**src/rtl/wb_trace_serializer_if.sv**
```systemverilog
// ---------------------------------------------------------------------------
// wb_trace_serializer_if
// Bundle between the dual-issue writeback stage and the trace serializer.
//   W_master_* / W_slave_* : retiring instruction slots (valid pulse, pc,
//                            regfile write enable, destination, write data)
//   debug_wb_*             : single-retire debug trace port
//   trace_stall_req        : hold retirement while the FIFO is nearly full
//   trace_overflow         : sticky, at least one retiring entry was dropped
// Modports:
//   master : pipeline side (drives the retire slots, observes the trace)
//   slave  : serializer side
// ---------------------------------------------------------------------------
interface wb_trace_serializer_if;
  logic        W_master_valid;
  logic [31:0] W_master_pc;
  logic        W_master_reg_wen;
  logic [4:0]  W_master_reg_waddr;
  logic [31:0] W_master_reg_wdata;
  logic        W_slave_valid;
  logic [31:0] W_slave_pc;
  logic        W_slave_reg_wen;
  logic [4:0]  W_slave_reg_waddr;
  logic [31:0] W_slave_reg_wdata;
  logic [31:0] debug_wb_pc;
  logic [3:0]  debug_wb_rf_wen;
  logic [4:0]  debug_wb_rf_wnum;
  logic [31:0] debug_wb_rf_wdata;
  logic        trace_stall_req;
  logic        trace_overflow;

  modport master (
    output W_master_valid, W_master_pc, W_master_reg_wen, W_master_reg_waddr, W_master_reg_wdata,
    output W_slave_valid, W_slave_pc, W_slave_reg_wen, W_slave_reg_waddr, W_slave_reg_wdata,
    input  debug_wb_pc, debug_wb_rf_wen, debug_wb_rf_wnum, debug_wb_rf_wdata,
    input  trace_stall_req, trace_overflow
  );

  modport slave (
    input  W_master_valid, W_master_pc, W_master_reg_wen, W_master_reg_waddr, W_master_reg_wdata,
    input  W_slave_valid, W_slave_pc, W_slave_reg_wen, W_slave_reg_waddr, W_slave_reg_wdata,
    output debug_wb_pc, debug_wb_rf_wen, debug_wb_rf_wnum, debug_wb_rf_wdata,
    output trace_stall_req, trace_overflow
  );
endinterface

```
**src/rtl/wb_trace_serializer.sv**
```systemverilog
// ---------------------------------------------------------------------------
// wb_trace_serializer
// Serializes up to two retiring instructions per cycle (master first, then
// slave) through a DEPTH-entry FIFO onto a single-retire debug trace port.
// Ports:
//   clk : clock, all state on posedge
//   rst : asynchronous active-low reset
//   bus : wb_trace_serializer_if.slave (retire slots in, trace port out)
// ---------------------------------------------------------------------------
module wb_trace_serializer #(
  parameter  int DEPTH = 8,
  localparam int CNT_W = $clog2(DEPTH) + 1
) (
  input logic                  clk,
  input logic                  rst,
  wb_trace_serializer_if.slave bus
);
  localparam int PTR_W = CNT_W - 1;

  typedef struct packed {
    logic [31:0] pc;
    logic        wen;
    logic [4:0]  waddr;
    logic [31:0] wdata;
  } entry_t;

  entry_t           mem [DEPTH];
  logic [PTR_W-1:0] wr_ptr_reg, rd_ptr_reg, wr_ptr_plus1;
  logic [CNT_W-1:0] count_reg, count_next, free, push_cnt;
  entry_t           m_entry, s_entry, first_entry, head;
  logic             push_first, push_second, drop, pop;

  // Writes to r0 are architecturally invisible, so they are traced as no-write.
  assign m_entry = '{pc: bus.W_master_pc,
                     wen: bus.W_master_reg_wen && (bus.W_master_reg_waddr != 5'd0),
                     waddr: bus.W_master_reg_waddr, wdata: bus.W_master_reg_wdata};
  assign s_entry = '{pc: bus.W_slave_pc,
                     wen: bus.W_slave_reg_wen && (bus.W_slave_reg_waddr != 5'd0),
                     waddr: bus.W_slave_reg_waddr, wdata: bus.W_slave_reg_wdata};

  // Space is judged on the pre-edge count; a same-edge pop frees nothing yet.
  assign free         = CNT_W'(DEPTH) - count_reg;
  assign pop          = (count_reg != '0);
  assign wr_ptr_plus1 = wr_ptr_reg + PTR_W'(1);

  always_comb begin
    push_first  = 1'b0;
    push_second = 1'b0;
    drop        = 1'b0;
    first_entry = m_entry;
    if (bus.W_master_valid && bus.W_slave_valid) begin
      if (free >= CNT_W'(2)) begin
        push_first  = 1'b1;
        push_second = 1'b1;
      end else if (free == CNT_W'(1)) begin
        push_first = 1'b1;
        drop       = 1'b1;
      end else begin
        drop = 1'b1;
      end
    end else if (bus.W_master_valid || bus.W_slave_valid) begin
      first_entry = bus.W_master_valid ? m_entry : s_entry;
      if (free != '0) push_first = 1'b1;
      else            drop       = 1'b1;
    end
  end

  assign push_cnt   = CNT_W'(push_first) + CNT_W'(push_second);
  assign count_next = count_reg + push_cnt - CNT_W'(pop);

  // Storage carries no reset so it maps onto plain RAM; the read is
  // registered into the trace outputs below. A push never targets the head
  // slot being read on the same edge because it only lands in free slots.
  always_ff @(posedge clk) begin
    if (push_first)  mem[wr_ptr_reg]   <= first_entry;
    if (push_second) mem[wr_ptr_plus1] <= s_entry;
  end

  assign head = mem[rd_ptr_reg];

  always_ff @(posedge clk or negedge rst) begin
    if (!rst) begin
      wr_ptr_reg            <= '0;
      rd_ptr_reg            <= '0;
      count_reg             <= '0;
      bus.debug_wb_pc       <= '0;
      bus.debug_wb_rf_wen   <= '0;
      bus.debug_wb_rf_wnum  <= '0;
      bus.debug_wb_rf_wdata <= '0;
      bus.trace_overflow    <= 1'b0;
    end else begin
      wr_ptr_reg <= wr_ptr_reg + PTR_W'(push_cnt);
      count_reg  <= count_next;
      if (drop) bus.trace_overflow <= 1'b1;
      if (pop) begin
        rd_ptr_reg            <= rd_ptr_reg + PTR_W'(1);
        bus.debug_wb_pc       <= head.pc;
        bus.debug_wb_rf_wen   <= {4{head.wen}};
        bus.debug_wb_rf_wnum  <= head.waddr;
        bus.debug_wb_rf_wdata <= head.wdata;
      end else begin
        bus.debug_wb_pc       <= '0;
        bus.debug_wb_rf_wen   <= '0;
        bus.debug_wb_rf_wnum  <= '0;
        bus.debug_wb_rf_wdata <= '0;
      end
    end
  end

  // Two slots of headroom absorb the pair already in flight on the edge
  // where this first rises.
  assign bus.trace_stall_req = (count_reg >= CNT_W'(DEPTH - 2));
endmodule

```
**src/flat_wrapper.sv**
```systemverilog
// flat-port wrapper written by rule: the top's interface ports become plain ports
module wb_trace_serializer_flat 
#(
  parameter  int DEPTH = 8,
  localparam int CNT_W = $clog2(DEPTH) + 1
)
  (clk, rst, bus_W_master_valid, bus_W_master_pc, bus_W_master_reg_wen, bus_W_master_reg_waddr, bus_W_master_reg_wdata, bus_W_slave_valid, bus_W_slave_pc, bus_W_slave_reg_wen, bus_W_slave_reg_waddr, bus_W_slave_reg_wdata, bus_debug_wb_pc, bus_debug_wb_rf_wen, bus_debug_wb_rf_wnum, bus_debug_wb_rf_wdata, bus_trace_stall_req, bus_trace_overflow);
  wb_trace_serializer_if bus_i ();
  input logic clk;
  input logic rst;
  input wire logic [$bits(bus_i.W_master_valid)-1:0] bus_W_master_valid;
  input wire logic [$bits(bus_i.W_master_pc)-1:0] bus_W_master_pc;
  input wire logic [$bits(bus_i.W_master_reg_wen)-1:0] bus_W_master_reg_wen;
  input wire logic [$bits(bus_i.W_master_reg_waddr)-1:0] bus_W_master_reg_waddr;
  input wire logic [$bits(bus_i.W_master_reg_wdata)-1:0] bus_W_master_reg_wdata;
  input wire logic [$bits(bus_i.W_slave_valid)-1:0] bus_W_slave_valid;
  input wire logic [$bits(bus_i.W_slave_pc)-1:0] bus_W_slave_pc;
  input wire logic [$bits(bus_i.W_slave_reg_wen)-1:0] bus_W_slave_reg_wen;
  input wire logic [$bits(bus_i.W_slave_reg_waddr)-1:0] bus_W_slave_reg_waddr;
  input wire logic [$bits(bus_i.W_slave_reg_wdata)-1:0] bus_W_slave_reg_wdata;
  output wire logic [$bits(bus_i.debug_wb_pc)-1:0] bus_debug_wb_pc;
  output wire logic [$bits(bus_i.debug_wb_rf_wen)-1:0] bus_debug_wb_rf_wen;
  output wire logic [$bits(bus_i.debug_wb_rf_wnum)-1:0] bus_debug_wb_rf_wnum;
  output wire logic [$bits(bus_i.debug_wb_rf_wdata)-1:0] bus_debug_wb_rf_wdata;
  output wire logic [$bits(bus_i.trace_stall_req)-1:0] bus_trace_stall_req;
  output wire logic [$bits(bus_i.trace_overflow)-1:0] bus_trace_overflow;
  assign bus_i.W_master_valid = bus_W_master_valid;
  assign bus_i.W_master_pc = bus_W_master_pc;
  assign bus_i.W_master_reg_wen = bus_W_master_reg_wen;
  assign bus_i.W_master_reg_waddr = bus_W_master_reg_waddr;
  assign bus_i.W_master_reg_wdata = bus_W_master_reg_wdata;
  assign bus_i.W_slave_valid = bus_W_slave_valid;
  assign bus_i.W_slave_pc = bus_W_slave_pc;
  assign bus_i.W_slave_reg_wen = bus_W_slave_reg_wen;
  assign bus_i.W_slave_reg_waddr = bus_W_slave_reg_waddr;
  assign bus_i.W_slave_reg_wdata = bus_W_slave_reg_wdata;
  assign bus_debug_wb_pc = bus_i.debug_wb_pc;
  assign bus_debug_wb_rf_wen = bus_i.debug_wb_rf_wen;
  assign bus_debug_wb_rf_wnum = bus_i.debug_wb_rf_wnum;
  assign bus_debug_wb_rf_wdata = bus_i.debug_wb_rf_wdata;
  assign bus_trace_stall_req = bus_i.trace_stall_req;
  assign bus_trace_overflow = bus_i.trace_overflow;
  wb_trace_serializer #(.DEPTH(DEPTH)) u_core (.clk(clk), .rst(rst), .bus(bus_i));
endmodule
```
**config.mk**
```make
export PLATFORM = sky130hd
export DESIGN_NAME = wb_trace_serializer_flat
export DESIGN_NICKNAME = d
export VERILOG_FILES = /design/src/rtl/wb_trace_serializer_if.sv /design/src/rtl/wb_trace_serializer.sv /design/src/flat_wrapper.sv
export SDC_FILE = /design/constraint.sdc
export NUM_CORES = 1
export LEC_CHECK = 0
export CAP_MARGIN = 30
export CORE_ASPECT_RATIO = 1.2
export CORE_MARGIN = 8
export CORE_UTILIZATION = 50
export DETAILED_ROUTE_END_ITERATION = 8
export GPL_ROUTABILITY_DRIVEN = 0
export PLACE_DENSITY = 0.74
export SYNTH_ARGS = -nofsm -noshare
export SYNTH_HDL_FRONTEND = slang
export SYNTH_SLANG_ARGS = --single-unit
```
**constraint.sdc**
```tcl
create_clock -name clk -period 21.7 [get_ports clk]
set_input_delay 6.51 -clock clk [delete_from_list [all_inputs] [get_ports clk]]
set_output_delay 6.51 -clock clk [all_outputs]
set_load 0.03 [all_outputs]
```
==> results by group <==
Timing
  • Fmax: 96.73 MHz
  • Unrepaired setup endpoints after global routing: no
  • Minimum clock period: 10340 ps
  • Fin Setup TNS: 0 ps
  • Worst Setup Slack, final: 11360 ps
  • Clock skew: 37.33 ps
  • Hold slack final: 580.3 ps
  • Tcrit/Tclk final: 47.64%
  • Final hold vios: 0
  • Final setup fails: 0
  • Worst slew pin tran: 1322 ps
  • Relative slew slack: 11.87%
  • Max Slew Vio Count: 0

Clocking
  • Worst-path clk slew: 60 ps
  • Root Buffer: clkbuf_16
  • Clk sinks: 641
  • Hold-fix buffers, CTS: 0
  • Worst skew pair latency: 650 ps
  • Postcts setup bufs: 0
  • TritonCTS clock tree: yes
  • H-tree Lvls: 2
  • CTS buffer count: 61
  • Maximum clock path buffer count: 3
  • CTS resizes: 0

Routing
  • Avg WL per Cell: 28.98 um
  • Detailed Route Iter0 Violations: 3032
  • Vias per cell: 7.094
  • Routed wire length: 100.6 mm
  • Initial DRT Pass Iterations: 6
  • Via count: 24640
  • Drt drc: 0
  • Final ANT Viol Nets: 0

Yosys
  • Seq/Total Area, Yosys: 55.23%
  • Asr flop ratio synth: 12.64%
  • Post-Synthesis Cells: 2493
  • Number of synthesized flops with an enable pin: 560
  • Synth Warn #: 0
  • Top-count cell post-synth: edfxtp_1
  • Syn Nets: 2654
  • Area share of the largest cell type after synthesis: 49.29%
  • Synth Area per Inst: 13.68 um2
  • Yosys top cell by area: edfxtp_1
  • Main synth FF type: edfxtp_1
  • #FFs+latches synth: 641
  • Synth area leaders: edfxtp_1 49%, mux4_2 9.2%, mux2_2 8.0%, o211ai_1 6.1%, dfrtp_1 5.9%
  • Synth cell types: 49
  • Mapped Area: 34120 um2
  • Top cells by instance count after synthesis: 560 x edfxtp_1, 276 x o211ai_1, 268 x nand4_1

Critical path
  • CP required: 21950 ps
  • CP Cell Sequence: clkbuf_8 > clkinv_2 > buf_4 > nor2_1 > a21oi_1 > o22ai_2 > o21ai_4 > buf_4 > buf_4
  • Nature of the critical path endpoint: flop
  • Most frequent CP cell: buf_4
  • R2R Setup Slk: 17230 ps
  • CP bufs+invs: 5
  • Data arrival, critical path: 10590 ps
  • Crit path launch: bus_W_slave_valid
  • Crit Path Max Fanout: 72
  • CP top delay family: buffers and inverters
  • CP max-delay cell: buf_4
  • CP startpoint kind: primary input
  • Crit path largest cell delay: 790 ps
  • Crit Path Class: in2reg
  • Reg2reg start: u_core.count_reg[1]

Cells and area
  • Filler Cell Count: 5256
  • Final instance area: 38810 um2
  • Seq. cell area: 18850 um2
  • Largest registers: u_core.mem x560, u_core.bus.debug_wb_pc x32, u_core.bus.debug_wb_rf_wdata x32
  • Multi-input combinational cell area: 13950 um2
  • Layout Utilization: 57.14%
  • Largest register by flop count: u_core.mem
  • Largest register FFs: 560
  • Share of layout cells above drive strength 1: 23.16%
  • Layout Area Growth over Synthesis: 13.76%
  • Nets: 2660

Power and ir drop
  • VDD IR max: 0.2557 mV
  • Leakage: 12.52 nW
  • Cell Pwr Density: 152.1 nW/um2

Global route
  • Total gr overflow: 0
  • Antenna violations before repair: 19
  • First-pass GRT wire length: 151.3 mm
  • Largest net degree at the start of global routing: 281
  • Vias in the first global route: 25430
  • Gr usage total: 25.55%

Hold path
  • Hold WC Path Type: reg2reg
  • HP Start: u_core.bus.trace_overflow

Run
  • Max Cap Violations: 0

Die
  • Die Ht: 302.1 um
  • Core box area: 67920 um2
  • Die W: 254.5 um
  • Rows: 105
  • Initial Util: 50.23%
  • DIE AREA: 76880 um2
  • Ports: 219

Place
  • Port buffer count: 218
  • Detailed Place HPWL: 55.07 mm
  • Placed inst area: 36600 um2
  • Dpl ws: 10860 ps

Status
  • Status: finished, final reports clean
## routing by layer
metal,vias up,part of all wire [%],global-route usage [%],wire length [um]
li1,10260,-,-,-
met1,12440,36,31.94,36390
met2,1640,50,42.60,49990
met3,290,10,4.992,10360
met4,14,3.8,11.91,3812
met5,-,0.085,0,86
## metrics by stage
step                power [mW]  instances
floorplan                3.913       2493
global placement         4.661       3338
detailed placement       4.769       3340
CTS                      5.862       3456
global route             6.123       3470
finish                   5.904       3473
## report_power, final
part           leakage [nW]  total [mW]  internal (mW)  switching [mW]
clock network          1.02        1.10          0.629           0.468
logic                  5.43        2.73          0.948            1.78
registers              6.07        2.08           1.91           0.173
## path summary, 6_finish.rpt
path | endpoint | cells after the start
max in group asynchronous | u_core.rd_ptr_reg[0] | 2
min in group asynchronous | u_core.bus.debug_wb_pc[1] | 1
hold reg to reg | u_core.bus.trace_overflow | 1
setup / recovery | u_core.mem[2][69] | 9
setup reg to reg | u_core.mem[2][69] | 10
hold / removal | u_core.bus.trace_overflow | 1
## worst reg2reg max path: cells and delay by family, from the launching register on
kind / cells / cell delay [ps]
buf+inv: 4 / 2180
compound gates: 3 / 640
simple gates: 2 / 510
flops: 1 / 450
fa+ha+maj: 1 / 240
## cells in the final DEF (no fill, tap or decap), types with 69 or more instances in the layout
cell and n:
edfxtp_1 560, mux4_2 140, nor2_1 75, nand4_1 268
a22o_1 69, dfrtp_1 78, o211ai_1 276, clkdlybuf4s50_1 215
nand2_1 87, mux2_2 241, mux2i_1 78, a31oi_1 130
## cell families (layout without fill, tap and decap cells)
| family | Yosys count | count (layout) | synth area share [%] |
|---|---|---|---|
| flops | 641 | 641 | 55.23 |
| mux | 495 | 495 | 21.00 |
| compound gates | 519 | 519 | 11.09 |
| buf+inv | 344 | 403 | 4.427 |
| other cells | 0 | 12 | 0 |
| xor+xnor | 7 | 7 | 0.1797 |
| fa+ha+maj | 17 | 17 | 0.6675 |
| simple gates | 470 | 470 | 7.397 |
## final cells by class
class	instances	share of cell area (%)
tap	909	2.931
timing repair buffer	270	6.989
inverter	17	0.1676
sequential	641	48.58
multi-input combinational	1508	35.95
clock inverter	17	0.4256
antenna	12	0.07737
clock buffer	99	4.875
(Power assumes the default switching activity.)
